===== src/rtl/move_stack_ctrl.sv =====
// Move-history LIFO for one ant: arbitrates push, pop and full-stack rewind.
// All outputs are registered; requests get their response one cycle later.
module move_stack_ctrl #(
    parameter int unsigned DEPTH = 32,
    parameter int unsigned AW    = 5,
    parameter int unsigned MW    = 3
) (
    input  logic          clk,
    input  logic          resetn,
    input  logic          push_req,
    input  logic [MW-1:0] push_move,
    input  logic          pop_req,
    input  logic          rewind_req,
    output logic          push_ack,
    output logic          pop_valid,
    output logic [MW-1:0] pop_move,
    output logic          rewind_busy,
    output logic          rewind_done,
    output logic [AW:0]   count,
    output logic          full,
    output logic          empty,
    output logic          overflow_err,
    output logic          underflow_err
);

    typedef enum logic [1:0] {StIdle, StRewind, StDone} state_e;

    localparam logic [AW:0]   OneC   = 1;
    localparam logic [AW:0]   DepthC = (AW+1)'(DEPTH);
    localparam logic [AW-1:0] OneA   = 1;

    logic [MW-1:0] mem [DEPTH];

    state_e        state, state_nxt;
    logic [AW:0]   count_nxt;
    logic [AW-1:0] top_idx, waddr;
    logic          we;
    logic [MW-1:0] pm_nxt;
    logic          ack_nxt, pv_nxt, busy_nxt, done_nxt, ovf_nxt, unf_nxt;

    // Index 31 when count==32 falls out of the wrap of the low AW bits.
    assign top_idx = count[AW-1:0] - OneA;

    always_comb begin
        state_nxt = state;
        count_nxt = count;
        we        = 1'b0;
        waddr     = count[AW-1:0];
        pm_nxt    = pop_move;
        ack_nxt   = 1'b0;
        pv_nxt    = 1'b0;
        busy_nxt  = 1'b0;
        done_nxt  = 1'b0;
        ovf_nxt   = overflow_err;
        unf_nxt   = underflow_err;
        unique case (state)
            StIdle: begin
                if (rewind_req) begin
                    if (count == '0) begin
                        done_nxt = 1'b1;
                    end else begin
                        pm_nxt    = mem[top_idx];
                        pv_nxt    = 1'b1;
                        busy_nxt  = 1'b1;
                        count_nxt = count - OneC;
                        state_nxt = StRewind;
                    end
                end else if (push_req && pop_req) begin
                    ack_nxt = 1'b1;
                    we      = 1'b1;
                    if (count == '0) begin
                        count_nxt = OneC;
                        unf_nxt   = 1'b1;
                    end else begin
                        // Replace top: old value is read before the write lands.
                        waddr  = top_idx;
                        pm_nxt = mem[top_idx];
                        pv_nxt = 1'b1;
                    end
                end else if (push_req) begin
                    if (count == DepthC) begin
                        ovf_nxt = 1'b1;
                    end else begin
                        we        = 1'b1;
                        ack_nxt   = 1'b1;
                        count_nxt = count + OneC;
                    end
                end else if (pop_req) begin
                    if (count == '0) begin
                        unf_nxt = 1'b1;
                    end else begin
                        pm_nxt    = mem[top_idx];
                        pv_nxt    = 1'b1;
                        count_nxt = count - OneC;
                    end
                end
            end
            StRewind: begin
                if (count != '0) begin
                    pm_nxt    = mem[top_idx];
                    pv_nxt    = 1'b1;
                    busy_nxt  = 1'b1;
                    count_nxt = count - OneC;
                end else begin
                    done_nxt  = 1'b1;
                    state_nxt = StDone;
                end
            end
            StDone: state_nxt = StIdle;
            default: state_nxt = StIdle;
        endcase
    end

    always_ff @(posedge clk) begin
        if (we) mem[waddr] <= push_move;
    end

    always_ff @(posedge clk or negedge resetn) begin
        if (!resetn) begin
            state         <= StIdle;
            count         <= '0;
            push_ack      <= 1'b0;
            pop_valid     <= 1'b0;
            pop_move      <= '0;
            rewind_busy   <= 1'b0;
            rewind_done   <= 1'b0;
            full          <= 1'b0;
            empty         <= 1'b0;
            overflow_err  <= 1'b0;
            underflow_err <= 1'b0;
        end else begin
            state         <= state_nxt;
            count         <= count_nxt;
            push_ack      <= ack_nxt;
            pop_valid     <= pv_nxt;
            pop_move      <= pm_nxt;
            rewind_busy   <= busy_nxt;
            rewind_done   <= done_nxt;
            full          <= (count_nxt == DepthC);
            empty         <= (count_nxt == '0);
            overflow_err  <= ovf_nxt;
            underflow_err <= unf_nxt;
        end
    end

endmodule


===== config.mk =====
export PLATFORM = sky130hd
export DESIGN_NAME = move_stack_ctrl
export DESIGN_NICKNAME = d
export VERILOG_FILES = /design/src/rtl/move_stack_ctrl.sv
export SDC_FILE = /design/constraint.sdc
export NUM_CORES = 1
export LEC_CHECK = 0
export BUFFER_PORTS_ARGS = -buffer_cell sky130_fd_sc_hd__buf_2
export CAP_MARGIN = 20
export CORE_ASPECT_RATIO = 1.75
export CORE_MARGIN = 4
export CORE_UTILIZATION = 66
export DETAILED_ROUTE_END_ITERATION = 12
export PLACE_DENSITY = 0.95
export SYNTH_ARGS = -nofsm -noshare
export SYNTH_HDL_FRONTEND = slang
export SYNTH_SLANG_ARGS = --single-unit

===== constraint.sdc =====
create_clock -name clk -period 8 [get_ports clk]
set_input_delay 1.2 -clock clk [delete_from_list [all_inputs] [get_ports clk]]
set_output_delay 1.2 -clock clk [all_outputs]
set_load 0.01 [all_outputs]

### Yosys cells after proc, flatten, opt, wreduce, memory -nomap -nowiden

Memories as Yosys holds them, arrays and structs flattened.
Index checks and enable logic that the tools add are counted.

| word-level totals | value |
|---|---|
| flip-flop bits (word level) | 19 |
| RAM bits | 96 |
| input bits | 8 |
| output and inout port bits | 17 |
| word-level logic and storage cells | 86 |
| memories | 1 |

Memories:

| name | depth | bits a word | rd ports | clocked after Yosys merged registers in | wr ports | RTL line | RTL |
|---|---|---|---|---|---|---|---|
| mem | 32 | 3 | 1 | 0 | 1 | 32 | `logic [MW-1:0] mem [DEPTH];` |

| cells by class | value |
|---|---|
| add/sub/neg operators | 3 |
| equality and inequality tests | 10 |
| multiplexer cells | 48 |
| bitwise operators | 2 |
| reduce and logical (&&, ||, !) cells | 11 |

Operators by type and width:

| operator | number |
|---|---|
| 2-to-1 mux 6 bit | 8 |
| 2-to-1 mux 1 bit | 21 |
| 2-to-1 mux 5 bit | 4 |
| 2-to-1 mux 3 bit | 6 |
| equality test 6 bit (second input constant) | 2 |
| logical NOT 6 bit | 2 |
| one-hot mux 6 bit (2 select lines) | 1 |
| != test 2 bit (second input constant) | 4 |
| != test 4 bit (second input constant) | 2 |
| AND reduction 4 bit | 2 |
| adder 6 x 1 -> 6 bit (second input constant) | 1 |
| 2-to-1 mux 2 bit | 3 |
| one-hot mux 1 bit (2 select lines) | 3 |
| one-hot mux 3 bit (2 select lines) | 1 |
| nonzero test 6 bit | 1 |
| subtractor 6 x 1 -> 6 bit (second input constant) | 1 |
| AND reduction 5 bit | 1 |
| subtractor 5 x 1 -> 5 bit (second input constant) | 1 |
| one-hot mux 2 bit (2 select lines) | 1 |
| nonzero test 2 bit | 2 |
| AND reduction 3 bit | 1 |
| equality test 2 x 1 -> 1 bit (second input constant) | 1 |
| logical NOT 2 bit | 1 |
| != test 2 x 1 -> 1 bit (second input constant) | 1 |
| other kinds (2) | 3 |

### Logic depth before layout (Yosys ltp)

Gate-level depths: netlist (run 1).

| logic depth | value |
|---|---|
| depth in word-level cells | 8 |
| depth in mapped cells | 14 |
| mapped depth without buffers | 11 |

### Least setup slack after synthesis (run 1)

OpenSTA, ideal clock, no wires.

| path | value |
|---|---|
| kind | register to register |
| start | reg count[0] |
| end | reg empty |
| setup time | 0.095 ns |
| arrival time | 3.331 ns |
| required time | 7.905 ns |
| path slack | 4.574 ns |
| cell stages (with the launch flop) | 11 |
| buffers on the path | 3 |
| clock period less this slack | 3.426 ns |
| cell sequence | dfrtp_1 buf_1 buf_2 inv_1 ha_1 clkbuf_1 o21ai_0 a311o_1 a221o_1 or3_1 nor4b_2 |

| on the way | value |
|---|---|
| longest elaborated chain between the ends | 8 |
| elaborated cells on any way between the ends | 15 |
| those cells by class | add/sub (2); eq/ne (1); mux (9); reduce/logical (3) |

Ends and longest elaborated chain:

| what | RTL line | RTL |
|---|---|---|
| from (decl) | 19 | `output logic [AW:0] count,` |
| from (signal assigned) | 133 | `count <= count_nxt;` |
| subtractor 6 x 1 -> 6 bit / logical NOT 6 bit (equally long branches) | n/a |  |
| 2-to-1 mux 6 bit | 59, 89 |  |
| 2-to-1 mux 6 bit | 88 | `end else if (pop_req) begin` |
| 2-to-1 mux 6 bit | 80 | `end else if (push_req) begin` |
| 2-to-1 mux 6 bit | 68 | `end else if (push_req && pop_req) begin` |
| 2-to-1 mux 6 bit | 58 | `if (rewind_req) begin` |
| one-hot mux 6 bit (2 select lines) * | 56 | `unique case (state)` |
| named net count_nxt[1] | 35 | `logic [AW:0] count_nxt;` |
| logical NOT 6 bit * | 140 | `empty <= (count_nxt == '0);` |
| to (signal assigned) | 140 |  |
| to (decl) | 21 | `output logic empty,` |

Mark *: on every way through the listed nets, which the timed path passes. The rest lies on a longest branch.
A chain may end at the register's enable or synchronous reset.

### Worst setup path after layout (run 1)

| path | value |
|---|---|
| start | reg count[0] |
| end | mem mem[13][0], enable pin |

| on the way | value |
|---|---|
| longest elaborated chain between the ends | 8 |
| elaborated cells on any way between the ends | 14 |
| those cells by class | add/sub (1); eq/ne (1); mux (11); reduce/logical (1) |

Ends and longest elaborated chain:

| what | RTL line | RTL |
|---|---|---|
| equality test 6 bit | 81 | `if (count == DepthC) begin` |
| 2-to-1 mux 1 bit | 81 |  |
| 2-to-1 mux 1 bit | 80 |  |
| 2-to-1 mux 1 bit | 68 |  |
| 2-to-1 mux 1 bit | 58 |  |
| 2-to-1 mux 1 bit | 56 |  |
| 2-to-1 mux 1 bit | 115 | `if (we) mem[waddr] <= push_move;` |
| 2-to-1 mux 1 bit (not written as such) | 115 |  |
| to (decl) | 32 |  |

Several ways; a longest one is shown, not always the timed one.

==> results of run 1 <==
## worst max-delay path by stage
| stage | end | depth (start not counted) |
|---|---|---|
| 5_1_grt | mem[13][0]$_DFFE_PP_ | 10 |
| 2_1_floorplan | empty$_DFF_PN0_ | 10 |
| 4_1_cts | empty$_DFF_PN0_ | 7 |
| 6_report | mem[13][0]$_DFFE_PP_ | 10 |
| 3_3_place_gp | empty$_DFF_PN0_ | 7 |
| 3_5_place_dp | empty$_DFF_PN0_ | 7 |
## power by group
group          internal [W]  leakage [nW]  switching, W  total, W
Sequential         0.000692          1.09      0.000120  0.000813
Clock              0.000482         0.272      0.000250  0.000733
Combinational      0.000406         0.742      0.000519  0.000925
## cells in the mapped netlist (2+ instances only)
library cell,number,share of area
sky130_fd_sc_hd__edfxtp_1,96,0.54
sky130_fd_sc_hd__o31a_1,2,0.0033
sky130_fd_sc_hd__buf_6,2,0.0042
sky130_fd_sc_hd__a221o_1,2,0.0038
sky130_fd_sc_hd__nor3b_1,2,0.0028
sky130_fd_sc_hd__a211oi_1,3,0.0042
sky130_fd_sc_hd__a31o_2,3,0.0049
sky130_fd_sc_hd__o21ai_0,16,0.015
sky130_fd_sc_hd__buf_1,3,0.0021
sky130_fd_sc_hd__nor2_1,61,0.043
sky130_fd_sc_hd__dfrtp_1,19,0.089
sky130_fd_sc_hd__nand2_1,25,0.018
sky130_fd_sc_hd__a32oi_1,2,0.0033
sky130_fd_sc_hd__o31ai_1,2,0.0028
sky130_fd_sc_hd__mux4_2,24,0.10
sky130_fd_sc_hd__a22oi_1,7,0.0099
sky130_fd_sc_hd__ha_1,4,0.0094
sky130_fd_sc_hd__nor4bb_1,2,0.0038
sky130_fd_sc_hd__a21oi_1,6,0.0056
sky130_fd_sc_hd__nand3_1,3,0.0028
sky130_fd_sc_hd__nor2b_1,2,0.0024
sky130_fd_sc_hd__inv_1,7,0.0049
sky130_fd_sc_hd__nand2b_1,6,0.0071
sky130_fd_sc_hd__nor4_1,3,0.0035
sky130_fd_sc_hd__mux2_2,3,0.0063
sky130_fd_sc_hd__nor3_1,9,0.0085
sky130_fd_sc_hd__clkbuf_1,17,0.012
sky130_fd_sc_hd__or3_1,2,0.0024
sky130_fd_sc_hd__xnor2_1,2,0.0033
sky130_fd_sc_hd__nor4b_1,2,0.0033
sky130_fd_sc_hd__mux2i_1,16,0.030
## flip-flops by register name, summed over array words and instances (netlist names), 2 cells and up
register  flops
state         2
count         6
pop_move      3
mem          96
## per-layer routing
| metal | part of all wire | wire length (microns) | track usage |
|---|---|---|---|
| met1 | 0.33 | 4310 | 0.363 |
| met2 | 0.50 | 6540 | 0.463 |
| met3 | 0.095 | 1240 | 0.104 |
| met4 | 0.073 | 951 | 0.165 |
| met5 | 0.0012 | 16 | 0 |
## critical path, delay by kind of cell (launching register included)
| kind | cells | cell delay [ps] |
|---|---|---|
| compound gates | 1 | 160 |
| fa+ha+maj | 2 | 670 |
| buf+inv | 2 | 480 |
| flops | 1 | 990 |
| simple gates | 5 | 1470 |
## kinds of logic after synthesis
logic type	synth area share
AO/OA/AOI/OAI	0.0771
XOR/XNOR	0.00329
adder cells (fa/ha/maj)	0.00940
buffers and inverters	0.0273
flip-flops	0.631
multiplexers	0.138
AND/OR/NAND/NOR	0.114
## layout make-up
cell class                      count  area, sq um  share of cell area
Tap cell                           90          113              0.0186
Sequential cell                   115         3360               0.555
Clock buffer                       20          437              0.0721
Multi-Input combinational cell    233         1820               0.300
Timing Repair Buffer               26          155              0.0256
Inverter                            8         35.0             0.00578
Clock inverter                     12          139              0.0229
## placed cells by master (no fill, tap or decap), types with 9 or more instances in the layout
master                      instances
sky130_fd_sc_hd__mux4_2            24
sky130_fd_sc_hd__nor3_1             9
sky130_fd_sc_hd__buf_2             24
sky130_fd_sc_hd__nor2_1            61
sky130_fd_sc_hd__clkbuf_16         17
sky130_fd_sc_hd__dfrtp_1           18
sky130_fd_sc_hd__edfxtp_1          96
sky130_fd_sc_hd__mux2i_1           16
sky130_fd_sc_hd__o21ai_0           16
sky130_fd_sc_hd__nand2_1           25
## metrics by stage
| step | setup WS, ps | cells | hold WS, ps | area (sq um) | power (W) |
|---|---|---|---|---|---|
| floorplan | 4570 | 380 | 512 | 5320 | 0.00144 |
| global placement | 4180 | 471 | 450 | 5450 | 0.00162 |
| finish | 3890 | 504 | 481 | 6060 | 0.00247 |
| CTS | 3810 | 503 | 481 | 6030 | 0.00240 |
| detailed placement | 3920 | 471 | 462 | 5450 | 0.00165 |
| global route | 3610 | 504 | 498 | 6060 | 0.00258 |
==> Flow_metrics.wiki, run 1 <==
{| class="wikitable"
! Metric !! Value
|-
| Post-layout utilization of the core || 0.766
|-
| Die Y-Extent || approximately 130 microns
|-
| Setup repair after global routing missed its margin || no
|-
| Highest fanout seen on the critical path || 33
|-
| Hold buffer count at CTS || 0
|-
| Pleak || 2.11 nW
|-
| Maximum single-stage delay on the critical path || 990 ps
|-
| Worst setup path startpoint || count[0]$_DFF_PN0_
|-
| Worst min-delay path startpoint || overflow_err$_DFFE_PN0P_
|-
| Worst flop-to-flop path startpoint || count[0]$_DFF_PN0_
|-
| Total number of placement rows || 43
|-
| Final worst-path cycle share || 0.514
|-
| Most used flip-flop cell after synthesis || sky130_fd_sc_hd__edfxtp_1
|-
| Pwr per Cell Area || 408 nW/um^2
|-
| Worst setup path category || register to register
|-
| Data required time of the critical path || slightly above 8000 ps
|-
| Maximum number of pins on one net before global-route repair || 34
|-
| Number of global-route vias before repair || 3630
|-
| Initial core utilization || 0.673
|-
| Number of max-capacitance violations reported || 0
|-
| Average size of a mapped cell || 14.0 sq um
|-
| Maximum clock insertion buffer count || 2
|-
| Final Hold Vio Count || 0
|-
| Hold Path Sink || overflow_err$_DFFE_PN0P_
|-
| Signal arrival time at the worst endpoint || 4190 ps
|-
| Number of unique standard cell types used by synthesis || 58
|-
| Normalized max-slew margin || 0.269
|-
| Remaining DRCs || 0
|-
| Flip-flop and latch count after synthesis || 115
|-
| Post_cts resized || 0
|-
| Count of synthesis-stage warnings from yosys || 0
|-
| Router iterations before antenna repair || 5
|-
| Clock buffers created by TritonCTS || 17
|-
| Final global-route overflow total || 0
|-
| Vias per Instance || 7.26
|-
| Max Freq || ~0.24 GHz
|-
| Chain of cells forming the critical path || inv_1, ha_1, nor4b_4, and2b_1, inv_6, ha_1, a2bb2oi_1, nor2_1, nand2_1, nor2_1
|-
| Cell at the slowest stage of the critical path || sky130_fd_sc_hd__dfrtp_2
|-
| Path category of the worst min-delay check || register to register
|-
| Source-to-sink clock delay at the later pin of the worst-skew pair || 410 ps
|-
| Port bufs || 24
|-
| Number of clock sinks || around 120
|-
| Iter 0 DRT Violations || 572
|-
| Number of enable-type register cells in the synthesized netlist || 96
|-
| Fin. max-slew vios || 0
|-
| H-tree levels || 4
|-
| Routability cong. || 0.992
|-
| Number of placed I/O pins || 25
|-
| Final antenna-violating net count || 0
|-
| Final routed wirelength across all metal layers || 13100 microns
|-
| Vias after detailed routing || 3658
|-
| Routed len/inst || 25.9 microns
|-
| Final setup violation count || 0
|-
| Asr flop ratio synth || 0.165
|-
| Hpwl dp || 7890 microns
|-
| Number of setup buffers added after CTS || 0
|-
| Hold Path Cell Cnt || 1
|-
| Number of antenna violations at the first check in global routing || 1
|-
| Number of inserted diodes || 0
|-
| Cell area after synthesis || ~5300 sq um
|-
| Core Footprint || 7910 sq um
|-
| Transition time of the tightest slew-check pin || about 1100 ps
|-
| Area growth from synthesis to layout || 13.8%
|-
| Type of element launching the critical path || register
|-
| Width of the die || approximately 76 microns
|-
| Status || completed
|-
| Global-route wire length before repair || 20400 microns
|-
| Number of filler instances in the final layout || 423
|-
| Crit path capture type || register
|-
| Max Clock Skew || between 5 and 6 ps
|-
| Endpoint of the most critical register-to-register path || mem[13][0]$_DFFE_PP_
|-
| Total Nets Final || 413
|-
| Die area || 9620 sq um
|-
| Share of post-route cells with drive strength above 1 || 0.210
|-
| Cells after Synth || 380
|-
| Register-to-register path setup slack || around 3900 ps
|-
| Total Neg Setup Slack || 0 ps
|-
| Final critical path time including I/O delays and setup || 4110 ps
|-
| Clock tree from TritonCTS || done
|-
| Portion of the post-synthesis area used by sequential elements || 0.631
|-
| Clock transition at the register clock pins on the worst setup and hold paths after CTS || 50 ps
|-
| Cell at the root of the clock tree || sky130_fd_sc_hd__clkbuf_16
|-
| Worst IR drop on VDD || 232 uV
|-
| Worst R2R Path Depth || 10
|-
| GR Util All Layers || 0.301
|-
| Synth Net Count || between 300 and 400
|}
Power figures use the tool's default switching activity.
==> run 2, diff against run 1 <==
--- a/config.mk
+++ b/config.mk
@@ -9,9 +9,9 @@
 export CAP_MARGIN = 20
 export CORE_ASPECT_RATIO = 1.75
 export CORE_MARGIN = 4
-export CORE_UTILIZATION = 66
+export CORE_UTILIZATION = 61
 export DETAILED_ROUTE_END_ITERATION = 12
-export PLACE_DENSITY = 0.95
+export PLACE_DENSITY = 0.9
 export SYNTH_ARGS = -nofsm -noshare
 export SYNTH_HDL_FRONTEND = slang
 export SYNTH_SLANG_ARGS = --single-unit
==> constraint.sdc (replaced) <==
create_clock -name clk -period 4.1 [get_ports clk]
set_input_delay 0.615 -clock clk [delete_from_list [all_inputs] [get_ports clk]]
set_output_delay 0.615 -clock clk [all_outputs]
set_load 0.01 [all_outputs]
==> run 2 against run 1 <==
  * Power up 95%
  * Die area up 7.5%
  * Register-to-register slack worse by 3200 ps
  * Utilization down 4.2 points
  * Clock power up 100%
  * Clock skew up 5.0 ps
  * Sequential cell count unchanged
  * Largest power group unchanged
==> Flow_metrics.wiki, run 2 (synthesis results as in run 1) <==
{| class="wikitable"
! Metric !! Value
|-
| Status || completed
|-
| Cell depth of the worst setup path || 10
|-
| Number of antenna violations at the first check in global routing || 0
|-
| Critical path endpoint || mem[21][0]$_DFFE_PP_
|-
| Number of buffers and inverters on the critical path || 2
|-
| Max Freq || between 0.2 and 0.3 GHz
|-
| Maximum clock insertion buffer count || 2
|-
| Type of element launching the critical path || register
|-
| Clock tree from TritonCTS || done
|-
| Router iterations before antenna repair || 6
|-
| Share of total power in sequential cells || 0.312
|-
| Logic pwr share || 0.378
|-
| Final critical path time including I/O delays and setup || approximately 3400 ps
|-
| Worst flop-to-flop path startpoint || count[1]$_DFF_PN0_
|-
| Global-route wire length before repair || 19500 microns
|-
| Crit path capture type || register
|-
| Worst R2R Path Depth || 10
|-
| Width of the die || roughly 79 microns
|-
| Initial core utilization || 0.632
|-
| Pre-CTS setup slack || 831 ps
|-
| Transition time of the tightest slew-check pin || 761 ps
|-
| Clock buffers created by TritonCTS || 17
|-
| Number of setup buffers added after CTS || 0
|-
| Final routed wirelength across all metal layers || 12500 microns
|-
| Worst setup path category || register to register
|-
| Cell at the root of the clock tree || sky130_fd_sc_hd__clkbuf_16
|-
| Largest delay contributor family on the critical path || simple AND/OR/NAND/NOR gates
|-
| Routability cong. || 0.997
|-
| Net switching fraction of the power || 0.353
|-
| Register-to-register path setup slack || 730 ps
|-
| Final total power || 0.00482 W
|-
| Internal Pwr Total || about 0.0031 W
|-
| GR Util All Layers || 0.258
|-
| Maximum single-stage delay on the critical path || 510 ps
|-
| Setup repair after global routing missed its margin || no
|-
| Data required time of the critical path || 4190 ps
|-
| Final setup violation count || 0
|-
| Hold buffer count at CTS || 0
|-
| Commonest cells after routing, fill and taps aside || sky130_fd_sc_hd__edfxtp_1 (96), sky130_fd_sc_hd__nor2_1 (61), sky130_fd_sc_hd__nand2_1 (25)
|-
| Post_cts resized || 0
|-
| Area growth from synthesis to layout || 14.6%
|-
| Pleak || 2.12 nW
|-
| Maximum number of pins on one net before global-route repair || 33
|-
| Final antenna-violating net count || 0
|-
| Number of placed I/O pins || 25
|-
| Max Clock Skew || 10.7 ps
|-
| Worst setup path startpoint || count[1]$_DFF_PN0_
|-
| Portion of total power attributed to the clock network || 0.310
|-
| Remaining DRCs || 0
|-
| Placement-stage cell area || 5500 sq um
|-
| Final global-route overflow total || 0
|-
| Post-layout utilization of the core || 0.724
|-
| Net switching power || roughly 0.0017 W
|-
| Die area || 10300 sq um
|-
| Cell at the slowest stage of the critical path || sky130_fd_sc_hd__dfrtp_1
|-
| Hpwl dp || 8030 microns
|-
| Pwr per Cell Area || approximately 800 nW/um^2
|-
| Final worst-path setup slack || 726 ps
|-
| Vias after detailed routing || about 3500
|-
| Most frequent standard cell in the layout excluding fill and tap cells || sky130_fd_sc_hd__edfxtp_1
|-
| Number of filler instances in the final layout || 532
|-
| Number of global-route vias before repair || 3584
|-
| Normalized max-slew margin || 0.489
|-
| Iter 0 DRT Violations || 337
|-
| Signal arrival time at the worst endpoint || 3460 ps
|-
| Final Hold Vio Count || 0
|-
| Register with the highest flop count || mem
|-
| Registers with the most flip-flops || mem (96), count (6), pop_move (3)
|-
| Core Footprint || 8420 sq um
|-
| Number of inserted diodes || 0
|-
| Total Neg Setup Slack || 0 ps
|-
| Routed len/inst || 23.6 microns
|-
| Die Y-Extent || 132 microns
|-
| Endpoint of the most critical register-to-register path || mem[21][0]$_DFFE_PP_
|-
| Number of max-capacitance violations reported || 0
|-
| Number of clock sinks || 115
|-
| Total Nets Final || ~410
|-
| Total number of placement rows || 44
|-
| Chain of cells forming the critical path || inv_1, ha_1, nor4b_4, and2b_1, inv_6, ha_1, a2bb2oi_1, nor2_1, nand2_1, nor2_1
|-
| Vias per Instance || 6.63
|-
| Highest fanout seen on the critical path || 11
|-
| Share of post-route cells with drive strength above 1 || 0.214
|-
| Port bufs || 24
|-
| Worst IR drop on VDD || 451 uV
|-
| Path category of the worst min-delay check || input port to async pin
|-
| Final worst-path cycle share || 0.823
|-
| Number of flip-flops under the largest register name || 96
|-
| Source-to-sink clock delay at the later pin of the worst-skew pair || 420 ps
|-
| Finished Cell Area || approximately 6100 sq um
|-
| Fin. max-slew vios || 0
|-
| Clock transition at the register clock pins on the worst setup and hold paths after CTS || 50 ps
|-
| H-tree levels || 4
|}
-- run 2: power by group through the flow --
| stage | clock (W) | sequential [W] | combinational, W |
|---|---|---|---|
| 6_report | 0.00150 | 0.00150 | 0.00182 |
| 5_1_grt | 0.00156 | 0.00151 | 0.00193 |
| 4_1_cts | 0.00150 | 0.00150 | 0.00179 |
| 3_5_place_dp | 0 | 0.00152 | 0.00174 |
| 3_3_place_gp | 0 | 0.00151 | 0.00168 |
| 2_1_floorplan | 0 | 0.00145 | 0.00135 |
-- run 2: how the worst min path moves through the flow --
| stage | startpoint | end | slack [ps] |
|---|---|---|---|
| 3_3_place_gp | overflow_err$_DFFE_PN0P_ | overflow_err$_DFFE_PN0P_ | 460 |
| 3_5_place_dp | overflow_err$_DFFE_PN0P_ | overflow_err$_DFFE_PN0P_ | 460 |
| 6_report | resetn | count[2]$_DFF_PN0_ | 120 |
| 4_1_cts | resetn | count[2]$_DFF_PN0_ | 140 |
| 5_1_grt | resetn | count[2]$_DFF_PN0_ | 160 |
| 2_1_floorplan | resetn | count[0]$_DFF_PN0_ | 320 |
-- run 2: metal layers --
| metal | track usage | vias up | part of all wire |
|---|---|---|---|
| li1 | - | 1507 | - |
| met1 | 0.286 | 1706 | 0.33 |
| met2 | 0.421 | 227 | 0.52 |
| met3 | 0.0664 | 74 | 0.073 |
| met4 | 0.192 | 0 | 0.071 |
| met5 | 0 | - | 0 |
-- run 2: through the flow --
stage	hold WS [ps]	instances
6_report	120	530
5_1_grt	161	530
4_1_cts	136	530
3_5_place_dp	462	498
3_3_place_gp	457	498
2_1_floorplan	319	380
-- run 2: cell type report --
class	instances	area [sq um]	share of cell area
Clock buffer	20	437	0.0716
Multi-Input combinational cell	233	1820	0.298
Sequential cell	115	3360	0.551
Inverter	8	35.0	0.00574
Timing Repair Buffer	27	143	0.0234
Clock inverter	12	163	0.0267
Tap cell	115	144	0.0236
-- run 2: worst reg2reg max path, stage by stage (launching register included) --
cell and delay, ps:
sky130_fd_sc_hd__dfrtp_1 510, sky130_fd_sc_hd__inv_1 160, sky130_fd_sc_hd__ha_1 260, sky130_fd_sc_hd__nor4b_4 260
sky130_fd_sc_hd__and2b_1 430, sky130_fd_sc_hd__inv_6 80, sky130_fd_sc_hd__ha_1 350, sky130_fd_sc_hd__a2bb2oi_1 180
sky130_fd_sc_hd__nor2_1 180, sky130_fd_sc_hd__nand2_1 300, sky130_fd_sc_hd__nor2_1 350
